### config.mk
export PLATFORM = sky130hd
export DESIGN_NAME = ram_burst_ctrl_flat
export DESIGN_NICKNAME = d
export VERILOG_FILES = /design/src/rtl/ram_burst_if.sv /design/src/rtl/ram_burst_ctrl.sv /design/src/flat_wrapper.sv
export SDC_FILE = /design/constraint.sdc
export NUM_CORES = 1
export LEC_CHECK = 0
export CAP_MARGIN = 20
export CORE_MARGIN = 2
export CORE_UTILIZATION = 51
export DETAILED_ROUTE_END_ITERATION = 8
export DONT_BUFFER_PORTS = 1
export PLACE_DENSITY = 0.71
export REMOVE_ABC_BUFFERS = 1
export SKIP_LAST_GASP = 1
export SLEW_MARGIN = 20
export SYNTH_ARGS = -nofsm -noshare
export SYNTH_HDL_FRONTEND = slang
export SYNTH_SLANG_ARGS = --single-unit
### constraint.sdc
create_clock -name clk -period 4.52 [get_ports clk]
set_input_delay 0.904 -clock clk [delete_from_list [all_inputs] [get_ports clk]]
set_output_delay 0.904 -clock clk [all_outputs]
set_load 0.005 [all_outputs]
### src/rtl/ram_burst_if.sv
// Command, RAM-port and read-stream bundle for ram_burst_ctrl.
// The master side is the burst controller. The slave side is the sequencer, RAM and consumer.
interface ram_burst_if #(
  parameter int ADDR_W = 3,
  parameter int DATA_W = 8
);
  logic              cmd_valid;
  logic              cmd_ready;
  logic              cmd_wr;
  logic [ADDR_W-1:0] cmd_addr;
  logic [ADDR_W:0]   cmd_len;
  logic [DATA_W-1:0] cmd_seed;

  logic              ram_en;
  logic              ram_wr;
  logic [ADDR_W-1:0] ram_addr;
  logic [DATA_W-1:0] ram_din;
  logic [DATA_W-1:0] ram_dout;

  logic              rd_valid;
  logic              rd_ready;
  logic [DATA_W-1:0] rd_data;
  logic              rd_last;

  logic              done;
  logic              err;

  modport master (
    input  cmd_valid, cmd_wr, cmd_addr, cmd_len, cmd_seed, ram_dout, rd_ready,
    output cmd_ready, ram_en, ram_wr, ram_addr, ram_din, rd_valid, rd_data, rd_last, done, err
  );

  modport slave (
    output cmd_valid, cmd_wr, cmd_addr, cmd_len, cmd_seed, ram_dout, rd_ready,
    input  cmd_ready, ram_en, ram_wr, ram_addr, ram_din, rd_valid, rd_data, rd_last, done, err
  );
endinterface

### src/rtl/ram_burst_ctrl.sv
// Burst initiator for one RAM port. It performs incrementing-pattern fill and readback streaming.
// Optional readback checker: define RAM_BURST_CHECK_EN.
module ram_burst_ctrl #(
  parameter int ADDR_W = 3,
  parameter int DATA_W = 8
) (
  input  logic        clk,
  input  logic        rst,
  ram_burst_if.master bus
);

  typedef enum logic [2:0] {IDLE, WRITE, RD_ISSUE, RD_WAIT, RD_HOLD} state_t;

  state_t            state;
  logic              cmdReady;
  logic              ramEn;
  logic              ramWr;
  logic [ADDR_W-1:0] ramAddr;
  logic [DATA_W-1:0] ramDin;
  logic              rdValid;
  logic [DATA_W-1:0] rdData;
  logic              rdLast;
  logic              doneR;
  logic [ADDR_W:0]   idx;
  logic [ADDR_W:0]   lastIdx;
  logic              accept;

  assign accept = (state == IDLE) && bus.cmd_valid && cmdReady;

  always_ff @(posedge clk or posedge rst) begin
    if (rst) begin
      state    <= IDLE;
      cmdReady <= '0;
      ramEn    <= '0;
      ramWr    <= '0;
      ramAddr  <= '0;
      ramDin   <= '0;
      rdValid  <= '0;
      rdData   <= '0;
      rdLast   <= '0;
      doneR    <= '0;
      idx      <= '0;
      lastIdx  <= '0;
    end else begin
      doneR <= 1'b0;
      unique case (state)
        IDLE: begin
          cmdReady <= 1'b1;
          if (accept) begin
            idx     <= '0;
            lastIdx <= bus.cmd_len - 1'b1;
            if (bus.cmd_len == '0) begin
              doneR <= 1'b1;
            end else begin
              cmdReady <= 1'b0;
              ramEn    <= 1'b1;
              ramAddr  <= bus.cmd_addr;
              if (bus.cmd_wr) begin
                state  <= WRITE;
                ramWr  <= 1'b1;
                ramDin <= bus.cmd_seed;
              end else begin
                state  <= RD_ISSUE;
              end
            end
          end
        end
        WRITE: begin
          if (idx == lastIdx) begin
            state    <= IDLE;
            ramEn    <= 1'b0;
            ramWr    <= 1'b0;
            cmdReady <= 1'b1;
            doneR    <= 1'b1;
          end else begin
            idx     <= idx + 1'b1;
            ramAddr <= ramAddr + 1'b1;
            ramDin  <= ramDin + 1'b1;
          end
        end
        RD_ISSUE: begin
          state <= RD_WAIT;
          ramEn <= 1'b0;
        end
        RD_WAIT: begin
          rdData  <= bus.ram_dout;
          rdValid <= 1'b1;
          rdLast  <= (idx == lastIdx);
          state   <= RD_HOLD;
        end
        RD_HOLD: begin
          if (bus.rd_ready) begin
            rdValid <= 1'b0;
            rdLast  <= 1'b0;
            if (idx == lastIdx) begin
              state    <= IDLE;
              cmdReady <= 1'b1;
              doneR    <= 1'b1;
            end else begin
              idx     <= idx + 1'b1;
              ramAddr <= ramAddr + 1'b1;
              ramEn   <= 1'b1;
              state   <= RD_ISSUE;
            end
          end
        end
        default: state <= IDLE;
      endcase
    end
  end

  assign bus.cmd_ready = cmdReady;
  assign bus.ram_en    = ramEn;
  assign bus.ram_wr    = ramWr;
  assign bus.ram_addr  = ramAddr;
  assign bus.ram_din   = ramDin;
  assign bus.rd_valid  = rdValid;
  assign bus.rd_data   = rdData;
  assign bus.rd_last   = rdLast;
  assign bus.done      = doneR;

`ifdef RAM_BURST_CHECK_EN
  logic [DATA_W-1:0] expWord;
  logic              errR;

  // The expected word tracks seed+i. It advances on the same handshake that advances idx.
  always_ff @(posedge clk or posedge rst) begin
    if (rst) begin
      expWord <= '0;
      errR    <= '0;
    end else begin
      if (accept) begin
        expWord <= bus.cmd_seed;
        errR    <= 1'b0;
      end else begin
        if (state == RD_WAIT && bus.ram_dout != expWord) errR <= 1'b1;
        if (state == RD_HOLD && bus.rd_ready) expWord <= expWord + 1'b1;
      end
    end
  end

  assign bus.err = errR;
`else
  assign bus.err = 1'b0;
`endif

endmodule

### src/flat_wrapper.sv
// flat-port wrapper written by rule: the top's interface ports become plain ports
module ram_burst_ctrl_flat 
#(
  parameter int ADDR_W = 3,
  parameter int DATA_W = 8
)
  (clk, rst, bus_cmd_valid, bus_cmd_wr, bus_cmd_addr, bus_cmd_len, bus_cmd_seed, bus_ram_dout, bus_rd_ready, bus_cmd_ready, bus_ram_en, bus_ram_wr, bus_ram_addr, bus_ram_din, bus_rd_valid, bus_rd_data, bus_rd_last, bus_done, bus_err);
  ram_burst_if #(.ADDR_W(ADDR_W), .DATA_W(DATA_W)) bus_i ();
  input  logic clk;
  input  logic rst;
  input wire logic [$bits(bus_i.cmd_valid)-1:0] bus_cmd_valid;
  input wire logic [$bits(bus_i.cmd_wr)-1:0] bus_cmd_wr;
  input wire logic [$bits(bus_i.cmd_addr)-1:0] bus_cmd_addr;
  input wire logic [$bits(bus_i.cmd_len)-1:0] bus_cmd_len;
  input wire logic [$bits(bus_i.cmd_seed)-1:0] bus_cmd_seed;
  input wire logic [$bits(bus_i.ram_dout)-1:0] bus_ram_dout;
  input wire logic [$bits(bus_i.rd_ready)-1:0] bus_rd_ready;
  output wire logic [$bits(bus_i.cmd_ready)-1:0] bus_cmd_ready;
  output wire logic [$bits(bus_i.ram_en)-1:0] bus_ram_en;
  output wire logic [$bits(bus_i.ram_wr)-1:0] bus_ram_wr;
  output wire logic [$bits(bus_i.ram_addr)-1:0] bus_ram_addr;
  output wire logic [$bits(bus_i.ram_din)-1:0] bus_ram_din;
  output wire logic [$bits(bus_i.rd_valid)-1:0] bus_rd_valid;
  output wire logic [$bits(bus_i.rd_data)-1:0] bus_rd_data;
  output wire logic [$bits(bus_i.rd_last)-1:0] bus_rd_last;
  output wire logic [$bits(bus_i.done)-1:0] bus_done;
  output wire logic [$bits(bus_i.err)-1:0] bus_err;
  assign bus_i.cmd_valid = bus_cmd_valid;
  assign bus_i.cmd_wr = bus_cmd_wr;
  assign bus_i.cmd_addr = bus_cmd_addr;
  assign bus_i.cmd_len = bus_cmd_len;
  assign bus_i.cmd_seed = bus_cmd_seed;
  assign bus_i.ram_dout = bus_ram_dout;
  assign bus_i.rd_ready = bus_rd_ready;
  assign bus_cmd_ready = bus_i.cmd_ready;
  assign bus_ram_en = bus_i.ram_en;
  assign bus_ram_wr = bus_i.ram_wr;
  assign bus_ram_addr = bus_i.ram_addr;
  assign bus_ram_din = bus_i.ram_din;
  assign bus_rd_valid = bus_i.rd_valid;
  assign bus_rd_data = bus_i.rd_data;
  assign bus_rd_last = bus_i.rd_last;
  assign bus_done = bus_i.done;
  assign bus_err = bus_i.err;
  ram_burst_ctrl #(.ADDR_W(ADDR_W), .DATA_W(DATA_W)) u_core (.clk(clk), .rst(rst), .bus(bus_i));
endmodule
=== After elaboration in Yosys (flattened, before gate mapping) ===
Cells that the tools add are included.

* Bits in registers: 36

* Add/subtract/negate cells: 4
* Eq/ne operators: 12
* Multiplexer cells: 43
* Reductions and logical operators: 17

{| class="wikitable"
|+ Operators by type and width
! kind !! number
|-
| 8-bit 2-to-1 mux || 4
|-
| 3-bit 2-to-1 mux || 8
|-
| 1-bit 2-to-1 mux || 16
|-
| 8-bit one-hot mux with 2 select lines || 1
|-
| 3-bit one-hot mux with 5 select lines || 1
|-
| 4-bit 2-to-1 mux || 3
|-
| 4-bit one-hot mux with 3 select lines || 1
|-
| 2-bit inequality test, second input constant || 5
|-
| 5-bit AND reduction || 2
|-
| 3-bit one-hot mux with 3 select lines || 1
|-
| 8-bit by 1-bit adder with 8-bit output, second input constant || 1
|-
| 4-bit AND reduction || 2
|-
| 3-bit by 2-bit equality test with 1-bit output, second input constant || 2
|-
| 1-bit one-hot mux with 2 select lines || 3
|-
| 1-bit one-hot mux with 3 select lines || 2
|-
| 2-bit AND reduction || 3
|-
| 6-bit AND reduction || 1
|-
| 4-bit by 1-bit adder with 4-bit output, second input constant || 1
|-
| 4-bit equality test || 1
|-
| 4-bit logical NOT || 1
|-
| 2-bit 2-to-1 mux || 2
|-
| 2-bit by 1-bit inequality test with 1-bit output, second input constant || 2
|-
| 1-bit one-hot mux with 4 select lines || 1
|-
| 2-bit nonzero test || 2
|-
| 9 further kinds || 10
|}

=== Longest topological paths before layout ===
* Depth after elaboration: 5
* Mapped depth: 7
* Depth with buffers taken out: 7

=== Least setup slack after synthesis ===
No wires, ideal clock.

* Path kind: input to register
* From: input bus_cmd_len[0]
* To: register u_core.ramDin[6], in the netlist u_core.bus.ram_din[6]
* Data arrival time: 2.146 ns
* Path slack: 2.252 ns
* Cell stages on the path: 7
* Buffers on the path: 0
* Path through: inv_1 > ha_1 > or3b_4 > nand4_2 > a21boi_4 > a21oi_1 > o2bb2a_2

* Longest elaborated chain between the ends: 3

{| class="wikitable"
|+ RTL lines
! item !! RTL line !! text
|-
| from (decl) || flat_wrapper.sv:14 || <nowiki>input wire logic [$bits(bus_i.cmd_len)-1:0] bus_cmd_len;</nowiki>
|-
| 4-bit logical NOT || ram_burst_ctrl.sv:52 || <nowiki>if (bus.cmd_len == '0) begin</nowiki>
|-
| 2-bit inequality test (no source line) || - ||
|-
| 5-bit AND reduction (no source line) || - ||
|-
| to (signal assigned) || ram_burst_ctrl.sv:61 || <nowiki>ramDin <= bus.cmd_seed;</nowiki>
|-
| to (signal assigned) || ram_burst_ctrl.sv:78 || <nowiki>ramDin <= ramDin + 1'b1;</nowiki>
|-
| to (decl) || ram_burst_ctrl.sv:19 || <nowiki>logic [DATA_W-1:0] ramDin;</nowiki>
|}

Every way passes these cells.
A chain may end at the register's enable or synchronous reset.

=== Worst setup path after layout ===
Same ends and word-level chain as after synthesis.

==> reports/qor.yml <==
sta:
  finalHoldViolCount: 0
  fin_skew_ns: 0.0101
  tightest_slew_ns: 0.727
  finalCritPeriodShare_pct: 46.9
  setup_slack_ns: 2.40
  fin_crit_ns: 2.12
  holdWs_ns: 0.450
  tns_ns: 0
  rsz0062_at_grt: "false"
  setup_viol_count_final: 0
  slew_headroom_pct: 51.5
  timing.fmax_mhz: 472
  slew_viol_final: 0
worst_hold_path:
  hold_class: "input pin to asynchronous set/reset pin"
synthesis:
  syn_inst: 196
  yosysUniqueCellTypes: 50
  synth.yosys.seq_area_share_pct: 44.9
  yosysMostFrequentCell: "dfrtp_1"
  synth_edf_count: 0
  synth_top_cell_area_share_pct: 44.9
  synth_ff_type: "dfrtp_1"
  synth.avg_cell_area_um2: 10.2
  synth.top_cells.by_area: "dfrtp_1 (45%), mux2_2 (5.1%), a21oi_1 (4.2%)"
  ys_ff_latch: 36
  synthesis.area_um2: 2010
  async_flop_share_pct: 100
  ys_warn_count: 0
  synth_commonest_cells: "dfrtp_1 (36), a21oi_1 (17), nand2_1 (15), o21ai_0 (13), nor2_1 (11)"
  synth_top_area_cell: "dfrtp_1"
setup_path:
  reg2reg_slack_ns: 2.50
  critical_path.top_delay_family: "compound AO/OA/AOI/OAI gates"
  crit_chain: "inv_1 -> ha_1 -> or3b_4 -> nand4_2 -> a21boi_4 -> a21oi_1 -> o2bb2a_2"
  end_kind: "flip-flop"
  crit_slowest_cell: "or3b_4"
  cp.depth: 7
  endpoint: "u_core.bus.ram_din[6]$_DFFE_PP0P_"
  rr_worst_depth: 5
  crit_buf_inv: 1
  worstPathMaxFanout: 7
  worstPathRequired_ns: 4.71
  cpPeakStageDelay_ns: 0.41
  r2r-start: "u_core.state[2]$_DFFE_PP0P_"
  reg2reg_to: "u_core.bus.ram_din[3]$_DFFE_PP0P_"
  crit_type: "input pin to flip-flop"
  crit_start: "bus_cmd_len[0]"
  startpoint_type: "input pin"
  crit_arrival_ns: 2.31
clock_tree:
  clkTransAtPathRegs_ns: 0.08
  cts_setup_buffers: 0
  cts_hold_buf: 0
  cts-root-buf: "clkbuf_8"
  cts_buffers: 5
  cts.sinks: 36
  htree_num_levels: 2
  cts_max_path_buffers: 2
  clk_latency_ns: 0.30
  cts_resized: 0
  cts_tree: "done"
route:
  routed_wl_um: 4280
  vias_per_cell: 6.20
  drt_iter0_drc: 132
  remaining_drc_errors: 0
  drtPass1Iterations: 4
  num_vias: 1514
  drt.antenna.violating_nets: 0
  routedWlPerCell_um: 17.6
pwr:
  power_leakage_nw: 0.880
  ir_drop_mv: 0.308
  p_per_area_nw_per_um2: 805
  clkPwrFrac_pct: 16.6
  p_sw_uw: 728
  p_int_uw: 975
  combPwrFrac_pct: 44.7
  pwr-share-seq_pct: 38.7
  finalPower_mw: 1.70
  swShare_pct: 42.7
layout:
  n_antenna_cell: 0
  final_cell_area_um2: 2120
  areaGrowthSynthToFinish_pct: 5.49
  fin_nets: 228
  drive_above_1_share_pct: 16.8
global_routing:
  grt_pass1_wl_um: 6890
  grt_usage_pct: 20.8
  grt_antenna_before_repair: 0
  grt_pass1_vias: 1546
  grt_max_degree: 28
  grt_remaining_overflow: 0
floorplanning:
  core.rowCount: 22
  die_x_um: 66.7
  io_pins: 54
  start_util_pct: 54.0
  die-area_um2: 4450
  die_y_um: 66.7
  core-area_um2: 3720
placement:
  dpl_cell_area_um2: 2010
  dp_hpwl_um: 3200
  port_buffers: 0
  pre_cts_ws_ns: 2.07
  gp_congestion: 0.826
job:
  maxCapViolations: 0
run_status:
  status: "finished clean"
stage by stage:
| stage | instances | utilization (%) |
|---|---|---|
| floorplan | 187 | - |
| global route | 244 | 56.9 |
| detailed placement | 236 | 54.0 |
| finish | 244 | 56.9 |
| CTS | 244 | 56.9 |
| global placement | 236 | 54.0 |
worst register-to-register path, cell delays in order (launching register included):
cell and delay [ns]:
dfrtp_1 0.54, nand2b_4 0.25, nor2_2 0.58, a21boi_4 0.17, o21ai_0 0.23, o21ai_0 0.12
cells by family (layout without fill, tap and decap cells):
kind of cell	after synthesis	in the layout	share of synthesized area (%)
xor gates and xnor gates	6	6	2.62
AOI/OAI and AO/OA	62	62	22.0
other	1	1	0.187
muxes	10	10	5.55
buffers and inverters	14	14	4.18
and+or+nand+nor	62	62	17.5
adders and majority gates	5	5	3.12
DFF	36	36	44.9
area by class of cell:
cell class                      instances  area (µm²)
Clock buffer                            6        72.6
Fill cell                             326        1600
Timing Repair Buffer                    1        7.51
Multi-Input combinational cell        146        1020
Tap cell                               48        60.1
Sequential cell                        36         901
Clock inverter                          2        35.0
Inverter                                5        18.8
power groups by stage:
stage	clock network (mW)	logic (mW)	registers (mW)
floorplan	0	0.625	0.614
global placement	0	0.703	0.653
detailed placement	0	0.763	0.665
CTS	0.284	0.767	0.659
global route	0.300	0.850	0.684
finish	0.282	0.762	0.659
metal layers:
metal	global-route usage, %	up-vias	part of all wire, %
met4	9.95	0	1.9
met2	37.1	45	54
met5	0	-	0
li1	-	707	-
met1	22.9	754	38
met3	5.07	8	5.8
layout by cell type (no fill, tap or decap), types with 2 or more instances in the layout:
cell	instances
o21ai_0	13
nand3b_1	3
a21oi_1	17
nand4_2	2
dfrtp_1	36
nor3_1	4
a21o_1	3
xnor2_1	6
nand2_1	15
nor2_1	11
ha_1	5
o21ai_1	2
or3_1	3
a31oi_1	6
nand2b_1	4
o22ai_1	3
inv_1	5
and2_1	2
a22o_1	2
o22a_1	2
clkbuf_8	5
o21a_1	2
and3_1	3
mux2_2	9
nand3_1	6
state kept, by name, indices dropped and copies added, names as in the netlist:
name and cells:
u_core.bus.ram_din 8, u_core.bus.done 1, u_core.bus.rd_last 1, u_core.bus.rd_data 8, u_core.bus.rd_valid 1, u_core.state 3, u_core.idx 4, u_core.bus.ram_addr 3
u_core.lastIdx 4, u_core.bus.ram_wr 1, u_core.bus.cmd_ready 1, u_core.bus.ram_en 1
worst min path at each step:
stage / startpoint / end / cells after the start
final: rst / u_core.bus.rd_data[4]$_DFFE_PP0P_ / 1
after global routing: rst / u_core.bus.rd_data[3]$_DFFE_PP0P_ / 1
after CTS: rst / u_core.bus.rd_data[3]$_DFFE_PP0P_ / 1
after detailed placement: u_core.lastIdx[2]$_DFFE_PP0P_ / u_core.lastIdx[2]$_DFFE_PP0P_ / 2
after global placement: u_core.lastIdx[1]$_DFFE_PP0P_ / u_core.lastIdx[1]$_DFFE_PP0P_ / 2
after floorplan: u_core.lastIdx[0]$_DFFE_PP0P_ / u_core.lastIdx[0]$_DFFE_PP0P_ / 2
(Power assumes the default switching activity.)
